**config.mk**
```make
export PLATFORM = sky130hd
export DESIGN_NAME = master_port
export DESIGN_NICKNAME = d
export VERILOG_FILES = /design/src/rtl/master_port.sv
export SDC_FILE = /design/constraint.sdc
export NUM_CORES = 1
export LEC_CHECK = 0
export CORE_UTILIZATION = 40
export DETAILED_ROUTE_END_ITERATION = 10
export SYNTH_ARGS = -nofsm -noshare
export SYNTH_HDL_FRONTEND = slang
export SYNTH_SLANG_ARGS = --single-unit
```
**constraint.sdc**
```tcl
create_clock -name clk -period 2 [get_ports clk]
set_clock_uncertainty 0.15 [all_clocks]
set_input_delay 0.4 -clock clk [delete_from_list [all_inputs] [get_ports clk]]
set_output_delay 0.4 -clock clk [all_outputs]
set_load 0.05 [all_outputs]
```
**src/rtl/master_port.sv**
```systemverilog
// Serial bus master: converts one parallel device request into an LSB-first
// serial address/data transaction and assembles the serial read response.
module master_port #(
    parameter int ADDR_WIDTH = 12,
    parameter int DATA_WIDTH = 8,
    parameter int TIMEOUT    = 64
) (
    input  logic                  clk,
    input  logic                  rstn,
    input  logic                  dvalid,
    output logic                  dready,
    input  logic                  dmode,
    input  logic [ADDR_WIDTH-1:0] daddr,
    input  logic [DATA_WIDTH-1:0] dwdata,
    output logic [DATA_WIDTH-1:0] drdata,
    output logic                  ddone,
    output logic                  derr,
    output logic                  mwdata,
    output logic                  mmode,
    output logic                  mvalid,
    input  logic                  mrdata,
    input  logic                  svalid,
    input  logic                  sready
);

    localparam int MAXW = (ADDR_WIDTH > DATA_WIDTH) ? ADDR_WIDTH : DATA_WIDTH;
    localparam int CW   = (MAXW > 1) ? $clog2(MAXW) : 1;
    localparam int TW   = $clog2(TIMEOUT + 1);
    localparam logic [CW-1:0] ADDR_LAST = CW'(ADDR_WIDTH - 1);
    localparam logic [CW-1:0] DATA_LAST = CW'(DATA_WIDTH - 1);
    localparam logic [TW-1:0] WAIT_LAST = TW'(TIMEOUT - 1);

    typedef enum logic [2:0] {IDLE, WAIT, ADDR, WDATA, RWAIT, RDATA, DONE} state_e;

    state_e                state_q, state_d;
    logic [CW-1:0]         cnt_q, cnt_d;
    logic [TW-1:0]         wait_q, wait_d;
    logic                  mode_q, mode_d;
    logic [ADDR_WIDTH-1:0] addr_q, addr_d;
    logic [DATA_WIDTH-1:0] data_q, data_d;
    logic [DATA_WIDTH-1:0] rd_q, rd_d;
    logic                  full_q, full_d;
    logic [DATA_WIDTH-1:0] drdata_q, drdata_d;
    logic                  mvalid_q, mvalid_d;
    logic                  mwdata_q, mwdata_d;
    logic                  mmode_q, mmode_d;
    logic                  ddone_q, ddone_d;
    logic                  derr_q, derr_d;

    always_ff @(posedge clk or negedge rstn) begin
        if (!rstn) begin
            state_q  <= IDLE;
            cnt_q    <= '0;
            wait_q   <= '0;
            mode_q   <= 1'b0;
            addr_q   <= '0;
            data_q   <= '0;
            rd_q     <= '0;
            full_q   <= 1'b0;
            drdata_q <= '0;
            mvalid_q <= 1'b0;
            mwdata_q <= 1'b0;
            mmode_q  <= 1'b0;
            ddone_q  <= 1'b0;
            derr_q   <= 1'b0;
        end else begin
            state_q  <= state_d;
            cnt_q    <= cnt_d;
            wait_q   <= wait_d;
            mode_q   <= mode_d;
            addr_q   <= addr_d;
            data_q   <= data_d;
            rd_q     <= rd_d;
            full_q   <= full_d;
            drdata_q <= drdata_d;
            mvalid_q <= mvalid_d;
            mwdata_q <= mwdata_d;
            mmode_q  <= mmode_d;
            ddone_q  <= ddone_d;
            derr_q   <= derr_d;
        end
    end

    // Address and write data leave via right shifts, so bit 0 is always next out.
    always_comb begin
        state_d  = state_q;
        cnt_d    = cnt_q;
        wait_d   = wait_q;
        mode_d   = mode_q;
        addr_d   = addr_q;
        data_d   = data_q;
        rd_d     = rd_q;
        full_d   = full_q;
        drdata_d = drdata_q;
        mvalid_d = mvalid_q;
        mwdata_d = mwdata_q;
        mmode_d  = mmode_q;
        ddone_d  = 1'b0;
        derr_d   = 1'b0;
        case (state_q)
            IDLE: begin
                if (dvalid) begin
                    mode_d  = dmode;
                    addr_d  = daddr;
                    data_d  = dwdata;
                    state_d = WAIT;
                end
            end
            WAIT: begin
                if (sready) begin
                    mvalid_d = 1'b1;
                    mwdata_d = addr_q[0];
                    addr_d   = addr_q >> 1;
                    mmode_d  = mode_q;
                    cnt_d    = '0;
                    state_d  = ADDR;
                end
            end
            ADDR: begin
                if (cnt_q == ADDR_LAST) begin
                    cnt_d = '0;
                    if (mode_q) begin
                        mwdata_d = data_q[0];
                        data_d   = data_q >> 1;
                        state_d  = WDATA;
                    end else begin
                        mvalid_d = 1'b0;
                        mwdata_d = 1'b0;
                        wait_d   = '0;
                        full_d   = 1'b0;
                        rd_d     = '0;
                        state_d  = RWAIT;
                    end
                end else begin
                    cnt_d    = cnt_q + CW'(1);
                    mwdata_d = addr_q[0];
                    addr_d   = addr_q >> 1;
                end
            end
            WDATA: begin
                if (cnt_q == DATA_LAST) begin
                    mvalid_d = 1'b0;
                    mwdata_d = 1'b0;
                    ddone_d  = 1'b1;
                    state_d  = DONE;
                end else begin
                    cnt_d    = cnt_q + CW'(1);
                    mwdata_d = data_q[0];
                    data_d   = data_q >> 1;
                end
            end
            // Read bits enter at the MSB so the first bit ends at bit 0 once full;
            // the completed word is published one cycle after the last capture.
            RWAIT, RDATA: begin
                if (full_q) begin
                    drdata_d = rd_q;
                    ddone_d  = 1'b1;
                    state_d  = DONE;
                end else if (svalid) begin
                    rd_d    = {mrdata, rd_q[DATA_WIDTH-1:1]};
                    wait_d  = '0;
                    state_d = RDATA;
                    if (cnt_q == DATA_LAST) begin
                        full_d = 1'b1;
                    end else begin
                        cnt_d = cnt_q + CW'(1);
                    end
                end else if (wait_q == WAIT_LAST) begin
                    ddone_d = 1'b1;
                    derr_d  = 1'b1;
                    state_d = DONE;
                end else begin
                    wait_d = wait_q + TW'(1);
                end
            end
            DONE: begin
                mmode_d = 1'b0;
                state_d = IDLE;
            end
            default: state_d = IDLE;
        endcase
    end

    assign dready = (state_q == IDLE);
    assign drdata = drdata_q;
    assign ddone  = ddone_q;
    assign derr   = derr_q;
    assign mwdata = mwdata_q;
    assign mmode  = mmode_q;
    assign mvalid = mvalid_q;

endmodule

```
==> impl_metrics.sql <==
INSERT INTO impl_metrics (metric_group, metric, value, unit) VALUES
('timing', 'finalCriticalPeriod', '1.94', 'ns'),
('pwr', 'worst_ir_drop_vdd', '637', 'µV'),
('grt', 'grtUsageTotal', '17.7', '%'),
('logic_synthesis', 'yosys_register_bits', '57', ''),
('timing', 'fin_worst_hold_slack', '0.348', 'ns'),
('floorplanning', 'initial_core_util', '42.5', '%'),
('critical_path', 'critical-path-max-stage-delay', '0.48', 'ns'),
('logic_synthesis', 'yosysUniqueCellTypes', '57', ''),
('flow_run', 'max_capacitance_violation_count', '0', ''),
('critical_path', 'timing.setup.critical_path_class', 'register to primary output', ''),
('detailed_routing', 'route.detailed.wl_per_inst', '14.2', 'µm'),
('logic_synthesis', 'post-synth-top-area-cell', 'dfrtp_1', ''),
('logic_synthesis', 'fraction_of_synthesized_cell_area_in_xor_and_xnor_cells', '0.297', '%'),
('floorplanning', 'width_of_the_die', '87.9', 'µm'),
('logic_synthesis', 'synth.area.top_cells', 'dfrtp_1 (48%), mux2_2 (12%), mux2_4 (3.6%)', ''),
('placement', 'io_buffers', '40', ''),
('grt', 'number_of_antenna_violations_at_the_first_check_in_global_routing', '0', ''),
('outcome', 'status', 'completed', ''),
('critical_path', 'worstSetupPathDepth', '3', ''),
('cts', 'cts_tree', 'yes', ''),
('cts', 'clock_tree.buffer_depth', '2', ''),
('final_layout', 'register_area', '1430', 'µm²'),
('pwr', 'power.density_cell_area', '1400', 'nW/µm²'),
('logic_synthesis', 'asyncSetResetFlopFracSynth', '100', '%'),
('detailed_routing', 'via_count', '2233', ''),
('cts', 'insertion_delay', '0.34', 'ns'),
('final_layout', 'multi_input_area', '1420', 'µm²'),
('critical_path', 'critPathLaunchType', 'register', ''),
('critical_path', 'cpMaxStageDelayCell', 'dfrtp_2', ''),
('critical_path', 'crit-reg2reg-capture', 'addr_q[2]', ''),
('cts', 'cts_h_tree_depth', '3', ''),
('detailed_routing', 'detail_route.drc_violations', '0', ''),
('logic_synthesis', 'nets_in_the_synthesized_netlist', '286', ''),
('detailed_routing', 'vias_per_cell', '5.16', ''),
('cts', 'cts-buffers-inserted', '9', ''),
('timing', 'final.period_utilization', '96.8', '%'),
('critical_path', 'cp_num_buf_inv', '2', ''),
('floorplanning', 'placement_rows', '30', ''),
('detailed_routing', 'drt_first_iter_violations', '127', ''),
('final_layout', 'insertedDiodeCount', '0', ''),
('timing', 'report.final.setup_viol', '0', ''),
('critical_path', 'worst_ep_required_time', '1.45', 'ns'),
('final_layout', 'post_route_cells_drive_above_1_share', '35.3', '%'),
('logic_synthesis', 'synth_flop_cell', 'dfrtp_1', ''),
('critical_path', 'cpLargestDelayFamily', 'flip-flops', ''),
('cts', 'clk_pin_slew_worst_paths', '0.06', 'ns'),
('final_layout', 'finalCoreUtilization', '56.3', '%'),
('logic_synthesis', 'yosys.area_share.adder', '0.848', '%'),
('critical_path', 'r2r-start', 'state_q[0]', ''),
('logic_synthesis', 'synth_sequential_area_ratio', '48.3', '%'),
('logic_synthesis', 'count_of_flip_flops_with_a_built_in_enable_after_synthesis', '0', ''),
('grt', 'grt_max_degree', '58', ''),
('timing', 'max_slew_margin', '76.8', '%'),
('detailed_routing', 'detailedRoute.firstPassIterationCount', '4', ''),
('logic_synthesis', 'ys.warnings.count', '0', ''),
('min_path', 'hold_crit_start', 'mvalid', ''),
('grt', 'grt.overflow.total', '0', ''),
('logic_synthesis', 'synthSimpleGateAreaFrac', '15.0', '%'),
('final_layout', 'finalNonFillerCells', '433', ''),
('critical_path', 'worst-endpoint-arrival', '1.39', 'ns'),
('detailed_routing', 'finalWirelength', '6160', 'µm'),
('placement', 'place_worst_setup_slack', '-0.211', 'ns'),
('cts', 'ctsRootBufferMaster', 'clkbuf_8', ''),
('logic_synthesis', 'synth_commonest_cells', 'dfrtp_1 (57), mux2_2 (31), nand2_1 (28)', ''),
('min_path', 'hold_path_depth', '1', ''),
('critical_path', 'crit_chain', 'buf_4, nor3_4, buf_12', ''),
('logic_synthesis', 'syn_inst', '257', ''),
('grt', 'first_global_vias', '2181', ''),
('logic_synthesis', 'synthesis.area_per_instance', '11.5', 'µm²'),
('cts', 'clkSinkCount', '57', ''),
('detailed_routing', 'route.antenna.remaining_nets', '0', '');
-- cells by family (layout without fill, tap and decap cells) --
| family | Yosys count | count (layout) |
|---|---|---|
| buffers and inverters | 19 | 99 |
| DFF | 57 | 57 |
| and+or+nand+nor | 80 | 80 |
| AOI/OAI and AO/OA | 57 | 57 |
| xor gates and xnor gates | 1 | 1 |
| adders and majority gates | 2 | 2 |
| muxes | 41 | 41 |
-- through the flow --
| step | TNS (ns) | instance area, µm² |
|---|---|---|
| 2_1_floorplan | 0 | 2960 |
| 3_3_place_gp | -2.73 | 3620 |
| 3_5_place_dp | -2.69 | 3620 |
| 4_1_cts | 0 | 3830 |
| 5_1_grt | -0.00370 | 3910 |
| 6_report | 0 | 3910 |
-- layer usage --
metal  GRT usage (%)  routed length, µm  vias to the layer above
met5               0                  0                        -
met2            25.5               2670                       50
met1            24.5               3100                     1080
met4            8.05                102                        0
met3            5.47                289                        8
li1                -                  -                     1095
-- registers in the layout, summed over array words and instances, names as in the netlist, 3 cells and up --
register	cells
addr_q	12
data_q	8
drdata	8
rd_q	8
wait_q	7
cnt_q	4
state_q	3
-- timing repair --
action,4_1_cts,5_1_grt
endpoints found under the setup margin,1,25
setup buffers,0,6
endpoints found under the hold margin,57,0
hold buffers,1,0
gates resized for setup,2,6
pin swaps,0,2
-- final cells by class --
cell class	count	share of cell area, %
clock buffer	12	3.97
tap	96	3.07
multi-input combinational	181	36.5
inverter	6	0.577
timing repair buffer	78	18.3
clock inverter	3	1.02
sequential	57	36.6
-- where the power goes --
| part | total (µW) | internal, µW | switching, µW |
|---|---|---|---|
| sequential | 1720 | 1500 | 225 |
| clock | 1080 | 632 | 449 |
| combinational | 2650 | 1490 | 1160 |
-- worst max-delay path by stage --
stage | from | end | slack (ns)
2_1_floorplan | state_q[2] | dready | 0.08
3_3_place_gp | dvalid | data_q[3] | -0.22
5_1_grt | state_q[0] | cnt_q[3] | -0.004
6_report | state_q[2] | dready | 0.06
3_5_place_dp | dvalid | data_q[1] | -0.21
4_1_cts | state_q[2] | dready | 0.02
-- placed cells by master, fill, tap and decap left out, types with 3 or more instances in the layout --
cell,count
nor2_1,7
a31oi_1,8
buf_12,5
mux2_2,30
nor3_1,3
buf_4,45
clkbuf_8,11
nand3_1,10
clkdlybuf4s50_1,25
o21ai_0,14
dfrtp_1,54
inv_1,6
a22o_1,8
nand4_1,3
nand2b_1,6
dfrtp_2,3
a21o_1,4
nor2b_1,3
mux2_4,8
and3_1,3
mux2i_1,3
nand2_1,28
-- worst reg2reg max path, cell delays in order, from the launching register on --
cell and delay, ns:
dfrtp_2 0.45, buf_6 0.15, xnor2_1 0.12, nor2_1 0.16
buf_4 0.19, mux2_2 0.34, mux2_2 0.26
No activity file was read; power rests on OpenSTA's default activity.
